<file path="config.mk">
export PLATFORM = sky130hd
export DESIGN_NAME = mem_port_arbiter
export DESIGN_NICKNAME = d
export VERILOG_FILES = /design/src/rtl/mem_port_arbiter.sv
export SDC_FILE = /design/constraint.sdc
export NUM_CORES = 1
export LEC_CHECK = 0
export CELL_PAD_IN_SITES_DETAIL_PLACEMENT = 0
export CELL_PAD_IN_SITES_GLOBAL_PLACEMENT = 1
export CORE_ASPECT_RATIO = 0.5
export CORE_MARGIN = 4
export CORE_UTILIZATION = 30
export DETAILED_ROUTE_END_ITERATION = 6
export PLACE_DENSITY = 0.79
export SYNTH_ARGS = -nofsm -noshare
export SYNTH_HDL_FRONTEND = slang
export SYNTH_SLANG_ARGS = --single-unit
export TNS_END_PERCENT = 5
</file>
<file path="constraint.sdc">
create_clock -name clk -period 1.7 [get_ports clk]
set_input_delay 0.17 -clock clk [delete_from_list [all_inputs] [get_ports clk]]
set_output_delay 0.17 -clock clk [all_outputs]
set_load 0.01 [all_outputs]
</file>
<file path="src/rtl/mem_port_arbiter.sv">
// mem_port_arbiter: shares one byte-wide asynchronous-read RAM between the fetch (IF) and
// memory (MEM) pipeline stages. Each access is split into 1 (byte) or 4 (word) byte beats,
// words assembled big-endian. Optional macro ARB_ROUND_ROBIN_EN selects round-robin
// arbitration; without it MEM always wins over IF.
module mem_port_arbiter #(
    parameter int unsigned ADDR_W = 8
) (
    input  logic              clk,
    input  logic              reset,
    input  logic              if_req,
    input  logic [31:0]       if_addr,
    output logic [31:0]       if_rdata,
    output logic              if_done,
    input  logic              mem_req,
    input  logic              mem_we,
    input  logic              mem_size,
    input  logic [31:0]       mem_addr,
    input  logic [31:0]       mem_wdata,
    output logic [31:0]       mem_rdata,
    output logic              mem_done,
    output logic              stall_if,
    output logic              stall_mem,
    output logic [ADDR_W-1:0] ram_addr,
    output logic [7:0]        ram_wdata,
    output logic              ram_we,
    input  logic [7:0]        ram_rdata
);

    typedef enum logic [1:0] {StIdle, StXfer, StResp} state_e;

    state_e            state_q, state_d;
    logic              owner_mem_q;
    logic              word_q;
    logic              we_q;
    logic [ADDR_W-1:0] base_q;
    logic [1:0]        beat_q;
    logic [31:0]       wdata_q;
    logic [23:0]       shift_q;
    logic [31:0]       if_rdata_q;
    logic [31:0]       mem_rdata_q;

    logic              grant_mem;
    logic              grant_if;
    logic              prefer_mem;
    logic              last_beat;
    logic [31:0]       rd_word;

    // Address bits outside the RAM and the fetch byte offset carry no meaning here.
    logic unused_addr;
    assign unused_addr = ^{if_addr[31:ADDR_W], if_addr[1:0], mem_addr[31:ADDR_W]};

`ifdef ARB_ROUND_ROBIN_EN
    logic rr_mem_q;

    // Round-robin pointer: after each grant the other port is preferred.
    always_ff @(posedge clk) begin
        if (reset) begin
            rr_mem_q <= 1'b1;
        end else if (grant_mem) begin
            rr_mem_q <= 1'b0;
        end else if (grant_if) begin
            rr_mem_q <= 1'b1;
        end
    end

    assign prefer_mem = rr_mem_q;
`else
    assign prefer_mem = 1'b1;
`endif

    assign grant_mem = (state_q == StIdle) && mem_req && (!if_req || prefer_mem);
    assign grant_if  = (state_q == StIdle) && if_req && !grant_mem;

    assign last_beat = !word_q || (beat_q == 2'd3);
    // Earlier beats sit in shift_q, the current beat comes straight from the RAM.
    assign rd_word   = word_q ? {shift_q, ram_rdata} : {24'h0, ram_rdata};

    assign if_rdata  = if_rdata_q;
    assign mem_rdata = mem_rdata_q;
    assign stall_if  = if_req & ~if_done;
    assign stall_mem = mem_req & ~mem_done;

    // State register.
    always_ff @(posedge clk) begin
        if (reset) begin
            state_q <= StIdle;
        end else begin
            state_q <= state_d;
        end
    end

    // Next-state logic.
    always_comb begin
        state_d = state_q;
        unique case (state_q)
            StIdle:  if (grant_mem || grant_if) state_d = StXfer;
            StXfer:  if (last_beat) state_d = StResp;
            StResp:  state_d = StIdle;
            default: state_d = StIdle;
        endcase
    end

    // Request latching, beat sequencing and read-data assembly.
    always_ff @(posedge clk) begin
        if (reset) begin
            owner_mem_q <= 1'b0;
            word_q      <= 1'b0;
            we_q        <= 1'b0;
            base_q      <= '0;
            beat_q      <= 2'd0;
            wdata_q     <= 32'h0;
            shift_q     <= 24'h0;
            if_rdata_q  <= 32'h0;
            mem_rdata_q <= 32'h0;
        end else begin
            unique case (state_q)
                StIdle: begin
                    beat_q <= 2'd0;
                    if (grant_mem) begin
                        owner_mem_q <= 1'b1;
                        word_q      <= !mem_size;
                        we_q        <= mem_we;
                        wdata_q     <= mem_wdata;
                        base_q      <= mem_size ? mem_addr[ADDR_W-1:0]
                                                : {mem_addr[ADDR_W-1:2], 2'b00};
                    end else if (grant_if) begin
                        owner_mem_q <= 1'b0;
                        word_q      <= 1'b1;
                        we_q        <= 1'b0;
                        wdata_q     <= 32'h0;
                        base_q      <= {if_addr[ADDR_W-1:2], 2'b00};
                    end
                end
                StXfer: begin
                    beat_q  <= beat_q + 2'd1;
                    shift_q <= {shift_q[15:0], ram_rdata};
                    if (last_beat && !we_q) begin
                        if (owner_mem_q) begin
                            mem_rdata_q <= rd_word;
                        end else begin
                            if_rdata_q <= rd_word;
                        end
                    end
                end
                default: ;
            endcase
        end
    end

    // RAM drive during beats and completion pulse in the response cycle.
    always_comb begin
        ram_addr  = '0;
        ram_wdata = 8'h0;
        ram_we    = 1'b0;
        if_done   = 1'b0;
        mem_done  = 1'b0;
        unique case (state_q)
            StXfer: begin
                ram_addr = base_q + ADDR_W'(beat_q);
                // A reset arriving mid-access suppresses the beat it lands on.
                ram_we   = we_q & ~reset;
                if (word_q) begin
                    unique case (beat_q)
                        2'd0:    ram_wdata = wdata_q[31:24];
                        2'd1:    ram_wdata = wdata_q[23:16];
                        2'd2:    ram_wdata = wdata_q[15:8];
                        default: ram_wdata = wdata_q[7:0];
                    endcase
                end else begin
                    ram_wdata = wdata_q[7:0];
                end
            end
            StResp: begin
                if_done  = !owner_mem_q;
                mem_done = owner_mem_q;
            end
            default: ;
        endcase
    end

endmodule

</file>
**Word level (Yosys, flattened, before mapping)**

Cells that the tools add are included.

- Reductions and logical operators: 19
- Divide/modulo/power cells: 0
- Order comparisons: 0
- Eq/ne operators: 7
- Multiplexer cells: 22
- Bitwise gates (word level): 7
- Shifts and indexed selects: 0
- $mul: 0
- Add/subtract/negate cells: 2

Operators with widths:

| cell | number |
|---|---|
| 32-bit 2-to-1 mux | 3 |
| 8-bit 2-to-1 mux | 5 |
| 8-bit one-hot mux with 3 select lines | 1 |
| 8-bit by 2-bit adder with 8-bit output | 1 |
| 1-bit 2-to-1 mux | 8 |
| 2-bit one-hot mux with 2 select lines | 2 |
| 2-bit == test, second input constant | 3 |
| 2-bit 2-to-1 mux | 3 |
| 3-bit AND reduction | 2 |
| 1-bit zero test | 5 |
| 2-bit by 1-bit == test with 1-bit output, second input constant | 2 |
| 1-bit logical AND | 4 |
| 2-bit zero test | 2 |
| 1-bit NOT | 4 |
| 2-bit AND reduction | 2 |
| 2-bit nonzero test | 2 |
| 1-bit bitwise AND | 3 |
| 2-bit by 1-bit adder with 2-bit output, second input constant | 1 |
| 1-bit logical OR | 2 |
| 2-bit by 1-bit != test with 1-bit output, second input constant | 1 |
| 2-bit != test, second input constant | 1 |

- RAM bits: 0
- Register bits: 135
- Bits in latches: 0
- Input bits: 110
- Memories: 0
- Word-level logic and storage cells: 67
- ROM bits: 0

**Logic depth before layout (Yosys ltp)**

- Depth after elaboration: 7
- Depth in mapped cells: 7

**Worst setup path before layout**

Ideal clock, no wire load.

- Kind: flip-flop to flip-flop
- Start point: reg state_q[1]
- End point: reg mem_rdata_q[10] (netlist: mem_rdata[10])
- Cell stages (with the launch flop): 8
- Setup time: 0.120 ns
- Data arrival time: 1.520 ns
- Period minus slack after synthesis: 1.639 ns
- Data required time: 1.580 ns
- Slack: 0.061 ns
- Path buffers: 4
- Cells stage by stage: dfxtp_1 buf_6 nand2b_4 buf_6 or4b_4 buf_6 buf_6 mux2i_1

- Word-level cells in the longest chain between the ends: 2

Ends and longest elaborated chain:

| element | line | source |
|---|---|---|
| start, declared | 31 | `state_e state_q, state_d;` |
| start signal, assigned | 86 | `state_q <= StIdle;` |
| start signal, assigned | 88 | `state_q <= state_d;` |
| 2-bit by 1-bit == test with 1-bit output | 116 | `unique case (state_q)` |
| 3-bit AND reduction (no line) | n/a |  |
| end signal, assigned | 139 | `mem_rdata_q <= rd_word;` |
| end, declared | 40 | `logic [31:0] mem_rdata_q;` |

Every way passes these cells.
A chain may end at the register's enable or synchronous reset.

**Final worst setup path**

- Start point: reg beat_q[0]
- End point: out ram_wdata[4]

- Word-level cells in the longest chain between the ends: 4

Ends and longest elaborated chain:

| element | line | source |
|---|---|---|
| start, declared | 36 | `logic [1:0] beat_q;` |
| start signal, assigned | 135 | `beat_q <= beat_q + 2'd1;` |
| 2-bit == test, or another cell as far along | 163 | `unique case (beat_q)` |
| 8-bit one-hot mux with 3 select lines (*) | 163 |  |
| 8-bit 2-to-1 mux (*) | 162 | `if (word_q) begin` |
| 8-bit 2-to-1 mux (*) | 157 | `unique case (state_q)` |
| end, declared | 24 | `output logic [7:0] ram_wdata,` |

Mark *: on every way between the ends. The rest lies on a longest branch, timed or not.

==> results <==
==> final cells by class <==
cell class	instances	area share, %
tap	259	3.87
timing repair buffer	188	21.7
inverter	10	0.478
sequential	135	32.4
clock inverter	14	1.67
multi-input combinational	439	34.8
clock buffer	18	5.12
==> worst paths after layout <==
kind / startpoint / slack [ps] / to
setup / recovery: beat_q[0] / -360 / ram_wdata[4]
hold / removal: reset / 280 / shift_q[9]
setup reg to reg: beat_q[1] / -70 / mem_rdata[14]
hold reg to reg: shift_q[16] / 460 / shift_q[16]
==> metal layers <==
metal,GRT usage [%],share of wire (%)
met5,0,0
met1,20.0,48
met4,4.30,0.51
met2,24.4,48
met3,3.02,3.4
==> power by group <==
| group | leakage [nW] | switching, mW | total, mW | internal [mW] |
|---|---|---|---|---|
| clock | 0.274 | 1.52 | 3.57 | 2.05 |
| combinational | 1.90 | 0.577 | 1.14 | 0.563 |
| sequential | 1.10 | 0.0901 | 3.38 | 3.29 |
| total | 3.27 | 2.18 | 8.09 | 5.90 |
==> per-stage QoR <==
stage          instances  cell area [µm²]  util (%)  setup TNS [ps]
4_1_cts             1063             8320      44.6           -5650
6_report            1063             8380      44.9           -5920
3_3_place_gp        1030             7720      41.4          -16280
3_5_place_dp        1030             7720      41.4          -19400
2_1_floorplan        638             5790         -               0
5_1_grt             1063             8380      44.9           -9270
==> worst max-delay path, delay by kind of cell (launching register included) <==
family                     cells  cell delay (ps)
AOI/OAI and AO/OA              2              550
DFF                            1              370
buffers and inverters          3              400
adders and majority gates      1              150
==> registers in the layout (all words and copies together), names as in the netlist <==
register,cells
word_q,1
base_q,8
beat_q,2
we_q,1
state_q,2
wdata_q,32
if_rdata,32
owner_mem_q,1
mem_rdata,32
shift_q,24
==> synth_stat cells, types with 8 or more instances <==
cell	n	area share (%)
a21oi_1	68	5.9
inv_1	10	0.65
o21ai_0	40	3.5
dfxtp_1	135	47
nand2b_1	77	8.3
a222oi_1	8	1.4
buf_6	9	1.8
mux2i_1	64	11
nor2_1	15	0.97
nand2_1	86	5.6
a211oi_1	8	1.0
clkbuf_1	38	2.5
nand3b_1	25	3.2
==> cell families (layout without fill, tap and decap cells) <==
| logic type | Yosys count | in the layout | share of synthesized area (%) |
|---|---|---|---|
| DFF | 135 | 135 | 46.7 |
| adders and majority gates | 7 | 7 | 1.64 |
| buffers and inverters | 64 | 230 | 5.36 |
| and+or+nand+nor | 227 | 227 | 21.2 |
| AOI/OAI and AO/OA | 139 | 139 | 13.8 |
| xor gates and xnor gates | 2 | 2 | 0.303 |
| muxes | 64 | 64 | 11.1 |
==> repair_timing <==
| item | in CTS | in global routing |
|---|---|---|
| setup endpoints to repair | 71 | 89 |
| setup buffers | 1 | 0 |
| pin swaps | 22 | 7 |
| resized for setup | 101 | 14 |
==> flow_summary_export.csv <==
group,metric,value,unit
pwr,power.density,965,mW/mm²
worst_hold_path,min_path_type,"in2reg",
critical_path,critical_path_required,1530,ps
final_layout,num_antenna_cells,0,
clock_tree,clk_pin_slew_worst_paths,60,ps
placed_design,dp_slack,-476,ps
final_layout,drive_gt1_share,15.3,%
critical_path,r2r_cells,6,
synth,postSynth.asyncResetShare,0,%
timing,drv_slew,0,
grt,grt_use_total,14.9,%
timing,rsz0062_at_grt,"true",
drt,route.vias.total,4985,
synth,yosysSeqAreaShare,46.7,%
critical_path,worstSetupStartpointType,"flop",
drt,drt_pass1_iterations,6,
drt,wl_per_cell,15.2,µm
critical_path,cp_common_cell,"buf_6",
synth,synth-edff-count,0,
synth,synthCells,638,
final_layout,final_common_cell,"dfxtp_1",
timing,fin_ws,-358,ps
placed_design,hpwl,11500,µm
die,fp.dieH,106,µm
synth,synthFlopType,"dfxtp_1",
drt,vias_per_cell,4.69,
critical_path,max_stage_delay,410,ps
final_layout,multi_input_area,0.00291,mm²
final_layout,fillCellCount,1838,
synth,syn_nets,755,
timing,worstMarginPinSlew,691,ps
drt,drt-total-wl,16200,µm
grt,grt_pass1_wl,26100,µm
critical_path,worstPathCellList,"buf_6, ha_4, buf_6, a222oi_1, a211oi_2, buf_2",
die,start_util,31.0,%
placed_design,portBuffers,144,
placed_design,gp_congestion,0.751,
timing,finalClockSkew,12.7,ps
critical_path,cp.arrival,1890,ps
grt,grt_max_degree,88,
critical_path,cpMaxStageDelayCell,"a222oi_1",
critical_path,critPathKind,"reg2out",
synth,syn_avg_cell_area,9.07,µm²
final_layout,mostFrequentLayoutCells,"130 x dfxtp_1, 122 x clkdlybuf4s50_1, 86 x nand2_1",
pwr,peakVddDrop,0.687,mV
pwr,p_leak,3.27,nW
critical_path,endpoint_kind,"output pin",
final_layout,regArea,0.00272,mm²
worst_hold_path,min_path_cells,3,
timing,finalCriticalPeriod,2060,ps
die,die_area,0.0217,mm²
clock_tree,cts_htree_levels,4,
timing,whs,284,ps
synth,synth_warnings,0,
clock_tree,root_buffer,"clkbuf_16",
timing,finalHoldViolCount,0,
timing,max_slew_margin,53.8,%
synth,syn_area,0.00579,mm²
synth,synth.distinct_cells,38,
outcome,status,"complete, but fails checks",
drt,drtAntennaViolNets,0,
critical_path,crit_fanout,5,
clock_tree,cts_buffers,17,
clock_tree,cts_tree,"done",
grt,grt_pass1_vias,4948,
clock_tree,cts.sinks,135,
grt,grt_overflow,0,
timing,timing.final.crit_share,121,%
clock_tree,cts_hold_buf,0,
pwr,power,8.09,mW
timing,finalSetupViolations,47,
die,ios,195,
drt,drt_iter0_drc,226,
run,maxCapViolCount,0,
outcome,violations,"negative setup slack",
die,die_w,204,µm
final_layout,syn2layout_area_growth,44.7,%
clock_tree,insertion_delay,410,ps
die,num_rows,35,
clock_tree,clockBufferDepth,2,
timing,fmax,0.486,GHz
grt,antenna_found_initial,0,
synth,ys_ff_latch,135,
final_layout,fin_nets,908,
drt,drc,0,
die,core_area,0.0187,mm²
Note: power is estimated with default switching activity, not from simulation.
